`src/rtl/sic4_instr_encoder_pkg.sv`:
```
// Shared SIC-4 instruction field layout, FSM state encoding and opcode constants.
// Imported by the encoder, its field packer and the decoder bench.
package sic4_instr_encoder_pkg;

  localparam int OP_W    = 2;
  localparam int REG_W   = 2;
  localparam int FI_W    = 2;
  localparam int INSTR_W = 8;

  localparam int OP_MSB  = 7;
  localparam int RTD_MSB = 5;
  localparam int RS_MSB  = 3;
  localparam int FI_MSB  = 1;

  typedef enum logic [1:0] {
    S_IDLE = 2'd0,
    S_LOAD = 2'd1,
    S_FIN  = 2'd2
  } enc_state_e;

  // Opcode values shared with the decoder.
  localparam logic [OP_W-1:0] OPC_ALU  = 2'b00;
  localparam logic [OP_W-1:0] OPC_IMM  = 2'b01;
  localparam logic [OP_W-1:0] OPC_MEM  = 2'b10;
  localparam logic [OP_W-1:0] OPC_BR   = 2'b11;

endpackage

```
`src/rtl/sic4_instr_encoder_if.sv`:
```
// Host/loader <-> encoder <-> instruction RAM bundle for sic4_instr_encoder.
// The csum signal exists only when SIC4_ENC_CHECKSUM_EN is defined.
interface sic4_instr_encoder_if #(
  parameter int ADDR_W = 4,
  parameter int LEN_W  = 5
);
  logic              start;
  logic [ADDR_W-1:0] base_addr;
  logic [LEN_W-1:0]  len;
  logic              in_valid;
  logic              in_ready;
  logic [1:0]        op;
  logic [1:0]        rtd;
  logic [1:0]        rs;
  logic [1:0]        fun_imm;
  logic              mem_we;
  logic [ADDR_W-1:0] mem_addr;
  logic [7:0]        mem_wdata;
  logic              busy;
  logic              done;
`ifdef SIC4_ENC_CHECKSUM_EN
  logic [7:0]        csum;
`endif

  modport master (
    output start, base_addr, len, in_valid, op, rtd, rs, fun_imm,
    input  in_ready, mem_we, mem_addr, mem_wdata, busy, done
`ifdef SIC4_ENC_CHECKSUM_EN
    , input csum
`endif
  );

  modport slave (
    input  start, base_addr, len, in_valid, op, rtd, rs, fun_imm,
    output in_ready, mem_we, mem_addr, mem_wdata, busy, done
`ifdef SIC4_ENC_CHECKSUM_EN
    , output csum
`endif
  );

endinterface

```
`src/rtl/sic4_field_pack.sv`:
```
// Combinational packer: places the four SIC-4 fields into one instruction word.
// Reused by the decoder bench for round-trip checks.
module sic4_field_pack
  import sic4_instr_encoder_pkg::*;
(
  input  logic [OP_W-1:0]    op_i,
  input  logic [REG_W-1:0]   rtd_i,
  input  logic [REG_W-1:0]   rs_i,
  input  logic [FI_W-1:0]    fun_imm_i,
  output logic [INSTR_W-1:0] word_o
);

  always_comb begin
    word_o                    = '0;
    word_o[OP_MSB  -: OP_W]   = op_i;
    word_o[RTD_MSB -: REG_W]  = rtd_i;
    word_o[RS_MSB  -: REG_W]  = rs_i;
    word_o[FI_MSB  -: FI_W]   = fun_imm_i;
  end

endmodule

```
`src/rtl/sic4_instr_encoder.sv`:
```
// SIC-4 instruction encoder: packs field tuples and bursts them into instruction RAM.
// Optional running checksum output enabled by SIC4_ENC_CHECKSUM_EN.
module sic4_instr_encoder
  import sic4_instr_encoder_pkg::*;
#(
  parameter int ADDR_W = 4,
  parameter int LEN_W  = 5
) (
  input  logic                 clk,
  input  logic                 rst_n,
  sic4_instr_encoder_if.slave  bus
);

  enc_state_e          state_q;
  logic [ADDR_W-1:0]   addr_q;
  logic [LEN_W-1:0]    remain_q;
  logic                mem_we_q;
  logic [ADDR_W-1:0]   mem_addr_q;
  logic [INSTR_W-1:0]  mem_wdata_q;
  logic [INSTR_W-1:0]  word_d;
  logic                accept_d;
  logic                last_d;
  logic                restart_d;
`ifdef SIC4_ENC_CHECKSUM_EN
  logic [INSTR_W-1:0]  csum_q;
`endif

  function automatic logic [ADDR_W-1:0] addr_inc(input logic [ADDR_W-1:0] a);
    return a + ADDR_W'(1);
  endfunction

  sic4_field_pack u_pack (
    .op_i      (bus.op),
    .rtd_i     (bus.rtd),
    .rs_i      (bus.rs),
    .fun_imm_i (bus.fun_imm),
    .word_o    (word_d)
  );

  // A start pulse in LOAD takes priority, so the tuple offered in that cycle is refused.
  assign accept_d  = bus.in_valid && (state_q == S_LOAD) && !bus.start;
  assign last_d    = (remain_q == LEN_W'(1));
  assign restart_d = bus.start && (state_q != S_FIN);

  always_ff @(posedge clk or negedge rst_n) begin
    if (!rst_n) begin
      state_q     <= S_IDLE;
      addr_q      <= '0;
      remain_q    <= '0;
      mem_we_q    <= 1'b0;
      mem_addr_q  <= '0;
      mem_wdata_q <= '0;
    end else begin
      mem_we_q <= accept_d;
      if (accept_d) begin
        mem_addr_q  <= addr_q;
        mem_wdata_q <= word_d;
        addr_q      <= addr_inc(addr_q);
        remain_q    <= remain_q - LEN_W'(1);
      end
      case (state_q)
        S_IDLE, S_LOAD: begin
          if (restart_d) begin
            addr_q   <= bus.base_addr;
            remain_q <= bus.len;
            state_q  <= (bus.len == '0) ? S_FIN : S_LOAD;
          end else if (accept_d && last_d) begin
            state_q <= S_FIN;
          end
        end
        S_FIN:   state_q <= S_IDLE;
        default: state_q <= S_IDLE;
      endcase
    end
  end

`ifdef SIC4_ENC_CHECKSUM_EN
  // Accumulate at acceptance so the sum already includes the final word at the done pulse.
  always_ff @(posedge clk or negedge rst_n) begin
    if (!rst_n) begin
      csum_q <= '0;
    end else if (restart_d) begin
      csum_q <= '0;
    end else if (accept_d) begin
      csum_q <= csum_q + word_d;
    end
  end

  assign bus.csum = csum_q;
`endif

  assign bus.in_ready  = (state_q == S_LOAD);
  assign bus.busy      = (state_q == S_LOAD);
  assign bus.done      = (state_q == S_FIN);
  assign bus.mem_we    = mem_we_q;
  assign bus.mem_addr  = mem_addr_q;
  assign bus.mem_wdata = mem_wdata_q;

endmodule
```
`src/flat_wrapper.sv`:
```
// flat-port wrapper written by rule: the top's interface ports become plain ports
module sic4_instr_encoder_flat import sic4_instr_encoder_pkg::*;
#(
  parameter int ADDR_W = 4,
  parameter int LEN_W  = 5
)
  (clk, rst_n, bus_start, bus_base_addr, bus_len, bus_in_valid, bus_op, bus_rtd, bus_rs, bus_fun_imm, bus_in_ready, bus_mem_we, bus_mem_addr, bus_mem_wdata, bus_busy, bus_done);
  sic4_instr_encoder_if #(.ADDR_W(ADDR_W), .LEN_W(LEN_W)) bus_i ();
  input  logic clk;
  input  logic rst_n;
  input wire logic [$bits(bus_i.start)-1:0] bus_start;
  input wire logic [$bits(bus_i.base_addr)-1:0] bus_base_addr;
  input wire logic [$bits(bus_i.len)-1:0] bus_len;
  input wire logic [$bits(bus_i.in_valid)-1:0] bus_in_valid;
  input wire logic [$bits(bus_i.op)-1:0] bus_op;
  input wire logic [$bits(bus_i.rtd)-1:0] bus_rtd;
  input wire logic [$bits(bus_i.rs)-1:0] bus_rs;
  input wire logic [$bits(bus_i.fun_imm)-1:0] bus_fun_imm;
  output wire logic [$bits(bus_i.in_ready)-1:0] bus_in_ready;
  output wire logic [$bits(bus_i.mem_we)-1:0] bus_mem_we;
  output wire logic [$bits(bus_i.mem_addr)-1:0] bus_mem_addr;
  output wire logic [$bits(bus_i.mem_wdata)-1:0] bus_mem_wdata;
  output wire logic [$bits(bus_i.busy)-1:0] bus_busy;
  output wire logic [$bits(bus_i.done)-1:0] bus_done;
  assign bus_i.start = bus_start;
  assign bus_i.base_addr = bus_base_addr;
  assign bus_i.len = bus_len;
  assign bus_i.in_valid = bus_in_valid;
  assign bus_i.op = bus_op;
  assign bus_i.rtd = bus_rtd;
  assign bus_i.rs = bus_rs;
  assign bus_i.fun_imm = bus_fun_imm;
  assign bus_in_ready = bus_i.in_ready;
  assign bus_mem_we = bus_i.mem_we;
  assign bus_mem_addr = bus_i.mem_addr;
  assign bus_mem_wdata = bus_i.mem_wdata;
  assign bus_busy = bus_i.busy;
  assign bus_done = bus_i.done;
  sic4_instr_encoder #(.ADDR_W(ADDR_W), .LEN_W(LEN_W)) u_core (.clk(clk), .rst_n(rst_n), .bus(bus_i));
endmodule
```
`config.mk`:
```
export PLATFORM = sky130hd
export DESIGN_NAME = sic4_instr_encoder_flat
export DESIGN_NICKNAME = d
export VERILOG_FILES = /design/src/rtl/sic4_instr_encoder_pkg.sv /design/src/rtl/sic4_instr_encoder_if.sv /design/src/rtl/sic4_field_pack.sv /design/src/rtl/sic4_instr_encoder.sv /design/src/flat_wrapper.sv
export SDC_FILE = /design/constraint.sdc
export NUM_CORES = 1
export LEC_CHECK = 0
export CAP_MARGIN = 20
export CORE_MARGIN = 3
export CORE_UTILIZATION = 48
export CTS_BUF_LIST = sky130_fd_sc_hd__clkbuf_16
export CTS_CLUSTER_DIAMETER = 100
export DETAILED_ROUTE_END_ITERATION = 8
export PLACE_DENSITY_LB_ADDON = 0.08
export SYNTH_ARGS = -nofsm -noshare
export SYNTH_HDL_FRONTEND = slang
export SYNTH_SLANG_ARGS = --single-unit
```
`constraint.sdc`:
```
create_clock -name clk -period 2.65 [get_ports clk]
set_input_delay 0.795 -clock clk [delete_from_list [all_inputs] [get_ports clk]]
set_output_delay 0.795 -clock clk [all_outputs]
set_load 0.03 [all_outputs]
```
======== Word level (Yosys, flattened, before mapping) ========
Index checks and enable logic that the tools add are counted.
storage, ports and cells
  register bits after elaboration ......... 24
  latch bits .............................. 0
  memory bits (writable) .................. 0
  ROM bits ................................ 0
  input bits .............................. 21
  output and inout port bits .............. 16
  logic and storage cells ................. 31
  memories kept ........................... 0
cells by class
  $add $sub $neg .......................... 2
  $mul .................................... 0
  divide/modulo/power cells ............... 0
  magnitude comparators ................... 0
  eq/ne operators ......................... 5
  shifts and indexed selects .............. 0
  mux-type cells .......................... 10
  bitwise operators ....................... 0
  reductions and logical operators ........ 8
operator list
  operator                                               number
  2-to-1 mux 5 bit                                       3
  2-to-1 mux 4 bit                                       3
  2-to-1 mux 2 bit                                       4
  equality test 5 x 1 -> 1 bit, second input constant    1
  zero test 5 bit                                        1
  subtractor 5 x 1 -> 5 bit, second input constant       1
  adder 4 x 1 -> 4 bit, second input constant            1
  logical AND 1 bit                                      4
  inequality test 3 x 1 -> 1 bit, second input constant  1
  equality test 2 x 1 -> 1 bit, second input constant    1
  equality test 2 bit, second input constant             1
  zero test 2 bit                                        1
  inequality test 2 bit, second input constant           1
  OR reduction 2 bit                                     1
  zero test 1 bit                                        1

======== Depth between registers and ports, before layout ========
Gate-level depths: netlist of the first run.
  depth in word-level cells ............... 7
  depth in mapped cells ................... 7
  mapped depth without buffers ............ 5

======== Hierarchy ========
From an unflattened synthesis of the first run, not the netlist that was laid out.
second synthesis, totals
  cell total of the unflattened synthesis .. 130
  area total of the unflattened synthesis .. 1193.6 µm²
modules (own cells, without submodules)
  module              instances  cells an instance  area an instance (µm²)  sequential area each (µm²)
  sic4_instr_encoder  1          122                1133.6                  600.6
  sic4_field_pack     1          8                  60.1                    0.0

======== Least setup slack after synthesis of the first run ========
OpenSTA, ideal clock, no wires.
  path kind ............................... flip-flop to output port
  from .................................... register u_core.state_q[1]
  to ...................................... output port bus_in_ready
  data arrival time ....................... 1.169 ns
  required time ........................... 1.855 ns
  setup slack ............................. 0.686 ns
  stages on the path, launching flop included .. 3
  path buffers ............................ 1
  cells stage by stage .................... dfrtp_1 nor2b_1 buf_4
between the ends
  cells in the longest elaborated chain, start to end .. 1
RTL lines
  element                       line                      RTL
  start, declared               sic4_instr_encoder.sv:14  enc_state_e state_q;
  start signal, assigned        sic4_instr_encoder.sv:66  state_q <= (bus.len == '0) ? S_FIN : S_LOAD;
  equality test 2 x 1 -> 1 bit  --
  end, declared                 flat_wrapper.sv:19        output wire logic [$bits(bus_i.in_ready)-1:0] bus_in_ready;
Every way passes these cells.

======== Final worst setup path of the first run ========
  from .................................... register u_core.state_q[1]
  to ...................................... output port bus_busy
between the ends
  cells in the longest elaborated chain, start to end .. 1
RTL lines
  element                       line                      RTL
  equality test 2 x 1 -> 1 bit  sic4_instr_encoder.sv:93  assign bus.busy = (state_q == S_LOAD);
  end, declared                 flat_wrapper.sv:23        output wire logic [$bits(bus_i.busy)-1:0] bus_busy;
Every way passes these cells.

==> run summary, run 1 <==
The flow ran to the end, and the final reports show no timing, DRC or antenna violations. Ranked by total cell area, the synthesized netlist is headed by sky130_fd_sc_hd__dfrtp_1, sky130_fd_sc_hd__nand2_1, sky130_fd_sc_hd__ha_1, sky130_fd_sc_hd__nand3_1, sky130_fd_sc_hd__a211o_1. The run gives 0 as the total of hold buffers inserted after clock tree synthesis.

Final clock period utilization by the worst path: 88.5%. Counting flops and latches in the post-synthesis netlist gives 24. The sequential share of power was 41.9%; the combinational group share of total power was 29.1%. Across every metal layer, demand over resource in global routing totals 18.9%.

The wire length on met3 is 149 microns, and the antenna diode count is 0. The synthesis warning total is 0. TritonCTS built the clock tree.

The share of total power dissipated in the clock network is 29.0%. The fraction of final layout cells with drive strength greater than 1 works out to 6.79%. Setup repair after global routing left no endpoint under its margin. The vias per cell works out to 5.22.

The H-tree depth came out at 1. After technology mapping, the gate count stands at 123. Cell internal power was estimated by the tool at 0.770 mW. The detailed router put a total of 1.02 mm of wire on met1.

Counting every sink on the clock net gives 24. Counting every net in the synthesized netlist gives 147. The floorplan step set the die width to 54.8 microns. For the final routed database, the setup TNS stands at 0 ps. The worst setup path is captured at a primary output. From synthesis to final layout, the design area changed by 41.1%. For the largest net degree at the start of global routing, the log shows 25. After detailed routing, the average wire length per cell comes to 12.9 microns.

The run gives 0 as the post-detailed-route DRC marker count. The final period demand of the worst path is 2340 ps. The synthesized design contains 0 enable-type register cells.

The top cell type by area accounts for 52.6% of the synthesized area. The root cell of the clock tree was sky130_fd_sc_hd__clkbuf_16. Total global routing overflow: 0. In this run, distinct cell masters in the synthesized netlist total 31.

The clock input transition at the sequential cells of the worst setup and hold paths is 60 ps. The startpoint of the tightest hold check path is u_core.bus.mem_wdata[5]. The tool flagged a number of max-cap violations equal to 0. Across the VDD grid, the largest voltage drop is 0.425 mV.

For this block, the via count after detailed routing is 991. The detailed router finished its first iteration with 24 violations. The critical path launch point type was a flip-flop.

The flip-flop cell with the highest count after synthesis was sky130_fd_sc_hd__dfrtp_1. The critical path required time is 1860 ps, and the average cell area after synthesis is 9.29 sq um. The smallest hold slack came out at 482 ps.

Timing would allow up to 426 MHz. The combined area of all synthesized cells is 0.00114 sq mm. The tools report the launching element of the worst setup path as u_core.state_q[1]. Counting instances in the post-synthesis netlist gives the leading cell types as sky130_fd_sc_hd__nand2_1, sky130_fd_sc_hd__dfrtp_1, sky130_fd_sc_hd__nand3_1. The final net count was 187.

Sequential cells were found to cover 52.6% of the synthesized design area. The tools report the switching power as 0.333 mW. The share of synthesized flip-flops with an asynchronous set or reset works out to 100%. The number of setup buffers added after CTS is 0. The CTS buffer count was 3. The clock passes through at most 2 buffers. The worst register-to-register path begins at u_core.state_q[1]. The run gives 1.90 mm as the total half-perimeter wirelength after legalization and detailed placement. The standard-cell row count was 17.

The final count of negative-setup-slack endpoints is 0, and the minimum setup slack among reg-to-reg paths is 1150 ps. At the pin with the least slew margin, the transition time is 307 ps. The final max-slew violation count was 0.

After detailed routing, the met2 layer carries 1.25 mm of wire. At the later pin of the worst-skew pair, clock insertion delay measures 260 ps. The total area inside the core boundary comes to 0.00223 sq mm.

The routed design has 2.46 mm of wire. The worst hold path belongs to the class reg2reg. Once the floorplan was initialized, standard cells occupied 51.1% of the core.

The initial antenna violation count was 0; the count of cells resized by post-cts repair was 0. The die covers 0.00300 sq mm. The power density over cell area was 684 mW/mm^2. The first global-routing pass estimated 3.97 mm of wire.

The normalized max-slew margin was 79.3%; the via count of the first global-routing pass was 959. The worst hold path stage count was 2. Between clock sinks in the finished design, the worst skew comes to 5.46 ps.

The number of cells traversed by the worst register-to-register path is 4, and the leakage power summed over all cells is 0.745 nW. The worst min-delay path endpoint was u_core.bus.mem_wdata[5]. The critical path class was reg2out. Die height: 54.8 microns.

In this run the critical register-to-register path is captured at u_core.remain_q[1]. At the worst endpoint, the arrival time is 1550 ps. Net switching is 30.2% of the power.

The count of endpoints failing hold in the final timing report is 0. The detail route stage leaves a number of antenna-violating nets equal to 0. During I/O placement, the number of pins put on the boundary was 37. The top routing layer in use is met4. Final estimated routing congestion in global placement: 0.826. In this run the tool buffered the top-level ports with 36 buffer cells. The most common cell in the synthesized netlist was sky130_fd_sc_hd__nand2_1. The first TritonRoute pass finished after 4 iterations. The maximum fanout along the worst path works out to 7. Summed over all instances, the cell type with the most area after synthesis is sky130_fd_sc_hd__dfrtp_1.
==> stage by stage <==
stage	worst slack (ps)	total power, mW	area, sq um	instances	utilization [%]
4_1_cts	287	1.11	1610	190	72.2
5_1_grt	235	1.16	1610	190	72.2
3_5_place_dp	273	0.792	1530	186	68.6
2_1_floorplan	686	0.643	1140	123	-
3_3_place_gp	372	0.780	1530	186	68.6
6_report	305	1.10	1610	190	72.2
==> critical path, cell delays in order, from the launching register on <==
cell	delay, ps
sky130_fd_sc_hd__dfrtp_1	440
sky130_fd_sc_hd__nor2b_1	170
sky130_fd_sc_hd__clkdlybuf4s50_1	690
==> cell type report <==
| type | count | area (sq um) |
|---|---|---|
| Multi-Input combinational cell | 86 | 473 |
| Clock buffer | 3 | 75.1 |
| Sequential cell | 24 | 601 |
| Fill cell | 183 | 622 |
| Tap cell | 28 | 35.0 |
| Clock inverter | 1 | 3.75 |
| Inverter | 7 | 26.3 |
| Timing Repair Buffer | 41 | 398 |
==> cell usage in the layout, fill, tap and decap left out <==
master,instances
sky130_fd_sc_hd__nand2_1,43
sky130_fd_sc_hd__clkdlybuf4s50_1,36
sky130_fd_sc_hd__dfrtp_1,24
sky130_fd_sc_hd__nand3_1,7
sky130_fd_sc_hd__inv_1,6
sky130_fd_sc_hd__buf_4,5
sky130_fd_sc_hd__o21ai_0,4
sky130_fd_sc_hd__nor2b_1,3
sky130_fd_sc_hd__or4_1,3
sky130_fd_sc_hd__a211o_1,3
sky130_fd_sc_hd__ha_1,3
sky130_fd_sc_hd__clkbuf_16,3
sky130_fd_sc_hd__or3_1,2
sky130_fd_sc_hd__o211ai_1,2
sky130_fd_sc_hd__xnor2_1,2
sky130_fd_sc_hd__nand4bb_1,1
sky130_fd_sc_hd__nand2b_1,1
sky130_fd_sc_hd__inv_2,1
sky130_fd_sc_hd__mux2i_1,1
sky130_fd_sc_hd__mux2_2,1
sky130_fd_sc_hd__nor2_1,1
sky130_fd_sc_hd__a31oi_1,1
sky130_fd_sc_hd__nor3b_1,1
sky130_fd_sc_hd__nand4_1,1
sky130_fd_sc_hd__nor3_1,1
sky130_fd_sc_hd__nand3b_1,1
sky130_fd_sc_hd__nand4b_1,1
sky130_fd_sc_hd__o311ai_0,1
sky130_fd_sc_hd__a21oi_1,1
sky130_fd_sc_hd__a21oi_2,1
sky130_fd_sc_hd__clkinv_1,1
==> how the worst max path moves through the flow <==
stage / end / cells past startpoint
5_1_grt: bus_in_ready / 2
6_report: bus_busy / 2
3_5_place_dp: u_core.remain_q[1] / 5
2_1_floorplan: bus_in_ready / 2
4_1_cts: bus_busy / 2
3_3_place_gp: u_core.state_q[1] / 4
==> cells by family (layout without fill, tap and decap cells) <==
kind of cell               Yosys count  after routing  share of synthesized area [%]
adders and majority gates            3              3                           3.29
buffers and inverters               13             52                           6.02
muxes                                2              2                           1.86
DFF                                 24             24                           52.6
and+or+nand+nor                     66             66                           26.8
AOI/OAI and AO/OA                   13             13                           7.89
xor gates and xnor gates             2              2                           1.53
==> per-layer routing <==
metal	GRT usage (%)	up-vias
met1	21.9	471
met5	0	-
met2	32.7	29
met4	9.54	0
li1	-	487
met3	3.81	4
==> registers in the layout (all words and copies together) (netlist names) <==
signal                flops
u_core.addr_q             4
u_core.bus.mem_addr       4
u_core.bus.mem_wdata      8
u_core.bus.mem_we         1
u_core.remain_q           5
u_core.state_q            2
==> power groups by stage <==
| stage | logic [mW] | clock network [mW] | registers (mW) |
|---|---|---|---|
| after floorplan | 0.104 | 0 | 0.539 |
| after global placement | 0.316 | 0 | 0.465 |
| after detailed placement | 0.324 | 0 | 0.468 |
| after CTS | 0.325 | 0.327 | 0.462 |
| after global routing | 0.349 | 0.342 | 0.470 |
| final | 0.321 | 0.320 | 0.462 |
(Power assumes the default switching activity.)
==> run 2: changes to the inputs <==
--- a/config.mk
+++ b/config.mk
@@ -7,9 +7,10 @@
 export LEC_CHECK = 0
 export CAP_MARGIN = 20
 export CORE_MARGIN = 3
-export CORE_UTILIZATION = 48
+export CORE_UTILIZATION = 43
 export CTS_BUF_LIST = sky130_fd_sc_hd__clkbuf_16
 export CTS_CLUSTER_DIAMETER = 100
+export CTS_CLUSTER_SIZE = 25
 export DETAILED_ROUTE_END_ITERATION = 8
 export PLACE_DENSITY_LB_ADDON = 0.08
 export SYNTH_ARGS = -nofsm -noshare
==> run 2 against run 1 <==
Effect of this change: die area grew 10%; fmax down 0.65%; largest cell class unchanged; count of clock-buffer cells in the layout stayed put.
==> run summary, run 2 (synthesis results as in run 1) <==
The most frequent standard cell in the layout excluding fill and tap cells was sky130_fd_sc_hd__nand2_1 (unchanged). The run gives 18 (was 17) as the standard-cell row count. The run finished with clean final reports. The setup slack at placement was 223 ps (was 273 ps). Die span in x: 57.5 microns (was 54.8 microns).

The root cell of the clock tree is sky130_fd_sc_hd__clkbuf_16 (unchanged). The utilization of the core after routing is 64.6% (was 72.2%). The final clock period utilization by the worst path was 89.1% (was 88.5%). The slew of the pin with the lowest slew margin was 372 ps (was 307 ps); the peak supply drop was 0.476 mV (was 0.425 mV).

The number of I/O port buffers is 36 (unchanged), and the CTS sink count is 24 (unchanged). Number of flip-flops in the largest register: 8 (unchanged). The critical path class is reg2out (unchanged). The wire length per cell was 12.5 microns (was 12.9 microns); the total global routing overflow was 0 (unchanged). The logs give 37 (unchanged) for the count of pins on the block boundary and 0 (unchanged) for the number of post-CTS setup repair buffers. Critical path launch point type: a flip-flop (unchanged). The logs give 0 (unchanged) for the post-detailed-route DRC marker count and 0 (unchanged) for the total of hold buffers inserted after clock tree synthesis. The logs give 0 (unchanged) for the antenna diode count and 0.725 (was 0.826) for the final estimated routing congestion in global placement. The tools report the critical path required time as 1860 ps (about the same). The logs give 250 ps (was 260 ps) for the clock latency at the later pin of the worst-skew pair and 4.16 mm (was 3.97 mm) for the global-route wire length before repair. The CTS buffer count was 3 (unchanged); the area of all sequential standard cells was 601 sq um (unchanged). H-tree depth: 1 (unchanged). Routed wire length: 2.40 mm (was 2.46 mm). The tools report the smallest hold slack as 477 ps (was 482 ps). For the number of max-cap violations, the log shows 0 (unchanged). For the area of the die, the log shows 0.00331 sq mm (was 0.00300 sq mm). The fraction of final layout cells with drive strength greater than 1 came out at 6.79% (unchanged).

The logs give 1570 ps (was 1550 ps) for the endpoint arrival time on the critical path and 45.7% (was 51.1%) for the starting density of the core. The initial antenna violation count is 0 (unchanged). The tools report the final critical-path setup slack as 290 ps (was 305 ps).

Commonest cells after routing, fill and taps aside: sky130_fd_sc_hd__nand2_1, sky130_fd_sc_hd__clkdlybuf4s50_1, sky130_fd_sc_hd__dfrtp_1 (unchanged). TritonCTS built the clock tree. The tools report the number of design-rule violations left by the first detailed-router iteration as 34 (was 24).

The tools report the overall track demand over capacity in global routing as 16.1% (was 18.9%). The layout filler cell count came out at 226 (was 183). The normalized max-slew margin came out at 74.9% (was 79.3%). Setup repair after global routing left no endpoint under its margin. The combined area of the multi-input logic cells was 473 sq um (unchanged); the vias per cell was 5.14 (was 5.22).

The final count of negative-setup-slack endpoints was 0 (unchanged); the highest achievable clock rate was 424 MHz (was 426 MHz). The sort of element at the end of the critical path is a primary output (unchanged). The run gives 3.37 ps (was 5.46 ps) as the clock tree skew after final layout. The run gives 0.00250 sq mm (was 0.00223 sq mm) as the area inside the core boundary. Maximum fanout along the worst path: 7 (unchanged). The die height is 57.5 microns (was 54.8 microns), and the overall power consumption is 1.10 mW (about the same). The count of endpoints failing hold in the final timing report is 0 (unchanged), and the final max-slew violation count is 0 (unchanged).

Kind of path behind the tightest hold check: reg2reg (unchanged). The final period demand of the worst path came out at 2360 ps (was 2340 ps). The clock input transition at the sequential cells of the worst setup and hold paths was 60 ps (about the same); the leakage power summed over all cells was 0.745 nW (unchanged).

The logs give 25 (unchanged) for the largest net degree at the start of global routing and 925 (was 959) for the via count of the first global-routing pass. The routed via count was 987 (was 991); the maximum root-to-sink buffer count was 2 (unchanged). The total half-perimeter wirelength after legalization and detailed placement came out at 1.84 mm (was 1.90 mm). The post-detailed-route count of antenna-violating nets was 0 (unchanged); the length of the first detailed-routing pass in iterations was 4 (unchanged). The area overhead of the layout relative to synthesis came out at 41.3% (was 41.1%).

Aggregate negative setup slack: 0 ps (unchanged). The count of cells resized by post-cts repair was 0 (unchanged). The final net count came out at 187 (unchanged).

Power density over cell area: 684 mW/mm^2 (about the same).
-- run 2: cell counts in the layout (fill, tap and decap cells not counted) --
Identical to the previous run, type by type.
-- run 2: metrics by stage --
stage,cell area [sq um],cells
finish,1610,192
global route,1610,192
CTS,1610,192
detailed placement,1540,188
global placement,1540,188
floorplan,1140,123
-- run 2: cell type report --
type	count	area share [%]
inverter	7	1.63
sequential	24	37.2
tap	30	2.33
clock buffer	3	4.65
clock inverter	1	0.233
multi-input combinational	86	29.3
timing repair buffer	41	24.7
-- run 2: critical path, cell delays in order (launching register included) --
cell                              delay [ps]
sky130_fd_sc_hd__dfrtp_1                 450
sky130_fd_sc_hd__nor2b_1                 170
sky130_fd_sc_hd__clkdlybuf4s50_1         690
-- run 2: layer usage --
| layer | up-vias | track usage (%) | share of wire (%) |
|---|---|---|---|
| li1 | 488 | - | - |
| met1 | 450 | 21.6 | 44 |
| met4 | 0 | 6.95 | 1.8 |
| met2 | 44 | 24.8 | 45 |
| met5 | - | 0 | 0 |
| met3 | 5 | 4.07 | 8.4 |
-- run 2: report_power, final --
group	internal (mW)	switching (mW)	leakage (nW)
Clock	0.201	0.121	0.0385
Sequential	0.424	0.0368	0.296
Combinational	0.145	0.176	0.411
Total	0.770	0.333	0.745
-- run 2: worst paths after layout --
| kind | cells after the start | startpoint | slack, ps | to |
|---|---|---|---|---|
| max | 2 | u_core.state_q[1] | 290 | bus_busy |
| min | 2 | u_core.bus.mem_addr[3] | 480 | u_core.bus.mem_addr[3] |
| max reg2reg | 4 | u_core.state_q[1] | 1080 | u_core.remain_q[1] |
| min reg2reg | 2 | u_core.bus.mem_addr[3] | 480 | u_core.bus.mem_addr[3] |
| max in group asynchronous | 2 | rst_n | 1520 | u_core.bus.mem_addr[3] |
| min in group asynchronous | 2 | rst_n | 890 | u_core.state_q[1] |
==> run 3: changes to the inputs <==
--- a/config.mk
+++ b/config.mk
@@ -7,7 +7,7 @@
 export LEC_CHECK = 0
 export CAP_MARGIN = 20
 export CORE_MARGIN = 3
-export CORE_UTILIZATION = 43
+export CORE_UTILIZATION = 40
 export CTS_BUF_LIST = sky130_fd_sc_hd__clkbuf_16
 export CTS_CLUSTER_DIAMETER = 100
 export CTS_CLUSTER_SIZE = 25
==> constraint.sdc (replaced) <==
create_clock -name clk -period 2.1 [get_ports clk]
set_input_delay 0.63 -clock clk [delete_from_list [all_inputs] [get_ports clk]]
set_output_delay 0.63 -clock clk [all_outputs]
set_load 0.03 [all_outputs]
==> run 3 against run 2 <==
Effect of this change: utilization decreased by 0.31 points; via count increased by 0.10%; die area increased by 6.7%; critical path depth decreased by 1; worst hold slack got worse by 3.9 ps; power increased by 38%; non-clock buffer count increased by 2; clock power increased by 67%; cell count increased by 1.0%; sequential power increased by 27%; critical path type unchanged; largest cell class unchanged.
==> run summary, run 3 (synthesis results as in run 1) <==
The routed wire length is 2.47 mm (was 2.40 mm). The total global routing overflow is 0 (unchanged), and the count of buffering cells on the critical path with inverters included is 1 (unchanged). The routed via count came out at 988 (was 987). The length of the first detailed-routing pass in iterations was 4 (unchanged); the H-tree depth was 1 (unchanged). The logs give 222 (was 226) for the layout filler cell count and 0 (unchanged) for the post-detailed-route count of antenna-violating nets. The endpoint arrival time on the critical path is 1280 ps (was 1570 ps). The maximum fanout along the worst path is 2 (was 7), and the initial antenna violation count is 0 (unchanged).

Worst min-delay path endpoint: u_core.bus.mem_wdata[0] (was u_core.bus.mem_addr[3]). The run gives 0 (unchanged) as the post-detailed-route DRC marker count. The launching element of the worst setup path was u_core.bus.mem_addr[1] (was u_core.state_q[1]). The power density over cell area was 916 mW/mm^2 (was 684 mW/mm^2). The startpoint of the tightest hold check path is u_core.bus.mem_wdata[0] (was u_core.bus.mem_addr[3]). For the standard-cell row count, the log shows 18 (unchanged).

The flow ran to the end, and the final reports show no timing, DRC or antenna violations. The worst hold path stage count was 2 (unchanged). The overall track demand over capacity in global routing is 15.7% (was 16.1%). The logs give 0.00259 sq mm (was 0.00250 sq mm) for the area inside the core boundary and 0 ps (unchanged) for the aggregate negative setup slack. The run gives 0 (unchanged) as the number of post-CTS setup repair buffers. The utilization of the core after routing is 64.3% (was 64.6%).

Setup repair after global routing left no endpoint under its margin. Vias per cell: 5.09 (was 5.14). Count of pins on the block boundary: 37 (unchanged). The final period demand of the worst path came out at 1910 ps. The worst flop-to-flop path endpoint is u_core.remain_q[3] (was u_core.remain_q[1]). The minimum setup slack among reg-to-reg paths was 700 ps (was 1080 ps).

The tools report the normalized max-slew margin as 75.2% (was 74.9%). The final estimated routing congestion in global placement is 0.760 (was 0.725), and the count of endpoints failing hold in the final timing report is 0 (unchanged). The die height came out at 59.4 microns (was 57.5 microns).

The largest net degree at the start of global routing is 25 (unchanged), and the slew of the pin with the lowest slew margin is 367 ps (was 372 ps). The final count of negative-setup-slack endpoints was 0 (unchanged). Kind of cell with the highest combined delay on the critical path: buffers and inverters (unchanged). For the placement-stage cell area, the log shows 0.00156 sq mm (was 0.00154 sq mm). The clock input transition at the sequential cells of the worst setup and hold paths is 60 ps (about the same), and the maximum root-to-sink buffer count is 2 (unchanged). Final net count: 189 (was 187). The die span in x works out to 59.4 microns (was 57.5 microns).

The critical path class was reg2out (unchanged). The total of hold buffers inserted after clock tree synthesis came out at 0 (unchanged). Kind of path behind the tightest hold check: reg2reg (unchanged). Critical path launch point type: a flip-flop (unchanged).

The tools report the final max-slew violation count as 0 (unchanged). TritonCTS built the clock tree. The logs give 1.60 ps (was 3.37 ps) for the clock tree skew after final layout and 523 MHz for the highest achievable clock rate.

The leakage power summed over all cells is 0.777 nW (was 0.745 nW), and the setup slack at placement is -34.3 ps (was 223 ps). For the number of design-rule violations left by the first detailed-router iteration, the log shows 57 (was 34). The area of the die is 0.00353 sq mm (was 0.00331 sq mm), and the largest stage delay on the critical path is 670 ps (was 690 ps).

The number of cells traversed by the worst register-to-register path is 3 (was 4). The starting density of the core was 44.1% (was 45.7%); the peak supply drop was 0.639 mV (was 0.476 mV). For the total half-perimeter wirelength after legalization and detailed placement, the log shows 1.84 mm (about the same).

The CTS sink count is 24 (unchanged), and the number of I/O port buffers is 36 (unchanged). The wire length per cell is 12.7 microns (was 12.5 microns), and the smallest hold slack is 473 ps (was 477 ps). The tools report the source of the worst register-to-register timing path as u_core.state_q[1] (unchanged). The tools report the via count of the first global-routing pass as 987 (was 925). Commonest cells after routing, fill and taps aside: sky130_fd_sc_hd__nand2_1, sky130_fd_sc_hd__clkdlybuf4s50_1, sky130_fd_sc_hd__dfrtp_1 (unchanged).

Sequence of cells on the critical path: clkdlybuf4s50_1 (was nor2b_1, clkdlybuf4s50_1). Of the available clock period, the critical path in the final layout requires 91.0%. The tools report the global-route wire length before repair as 4.16 mm (unchanged). The antenna diode count came out at 0 (unchanged). For the final critical-path setup slack, the log shows 189 ps (was 290 ps). The run gives 250 ps (about the same) as the clock latency at the later pin of the worst-skew pair. The number of max-cap violations was 0 (unchanged). The area overhead of the layout relative to synthesis works out to 45.7% (was 41.3%). The number of flip-flops in the largest register works out to 8 (unchanged). The highest-delay cell along the critical path is sky130_fd_sc_hd__clkdlybuf4s50_1 (unchanged). The fraction of final layout cells with drive strength greater than 1 is 8.54% (was 6.79%), and the critical path required time is 1470 ps (was 1860 ps). For the CTS buffer count, the log shows 3 (unchanged). The most frequent standard cell in the layout excluding fill and tap cells is sky130_fd_sc_hd__nand2_1 (unchanged).

The sort of element at the end of the critical path was a primary output (unchanged). The count of cells resized by post-cts repair was 3 (was 0). The root cell of the clock tree was sky130_fd_sc_hd__clkbuf_16 (unchanged). The cell area after layout was 0.00166 sq mm (was 0.00161 sq mm).
[run 3: cell count changes in the layout (fill, tap and decap cells not counted)]
cell                              before  now
sky130_fd_sc_hd__buf_4                 5    6
sky130_fd_sc_hd__buf_12                0    1
sky130_fd_sc_hd__bufinv_16             0    1
sky130_fd_sc_hd__dlygate4sd2_1         0    3
sky130_fd_sc_hd__clkinv_1              1    0
sky130_fd_sc_hd__clkdlybuf4s50_1      36   33
[run 3: metrics by stage]
step,std cells,total power [mW]
after floorplan,123,0.811
after global placement,190,0.993
after detailed placement,190,1.00
after CTS,194,1.54
after global routing,194,1.60
final,194,1.52
[run 3: how the worst max path moves through the flow]
stage                        endpoint  slack, ps  cells past startpoint
floorplan                bus_in_ready        300                      2
finish                bus_mem_addr[1]        190                      1
global route                 bus_done        120                      2
detailed placement  u_core.state_q[1]        -30                      4
CTS                   bus_mem_addr[2]        180                      1
global placement    u_core.state_q[1]         -5                      4
[run 3: cell type report]
type | count | area (sq um) | area share [%]
clock buffers | 3 | 75.1 | 4.51
clock inverters | 1 | 30.0 | 1.80
inverters | 7 | 26.3 | 1.58
multi-input cells | 86 | 473 | 28.4
flip-flops and latches | 24 | 601 | 36.1
well taps | 30 | 37.5 | 2.26
repair buffers | 43 | 422 | 25.3
[run 3: per-layer routing]
metal	share of wire, %	GRT usage (%)
met5	0	0
met4	0.73	4.85
met3	7.5	3.92
met2	51	27.5
met1	41	18.6
[run 3: where the power goes]
part | switching, mW | internal (mW) | total (mW)
Clock | 0.159 | 0.379 | 0.537
Combinational | 0.220 | 0.185 | 0.405
Sequential | 0.0476 | 0.534 | 0.582
Total | 0.426 | 1.10 | 1.52
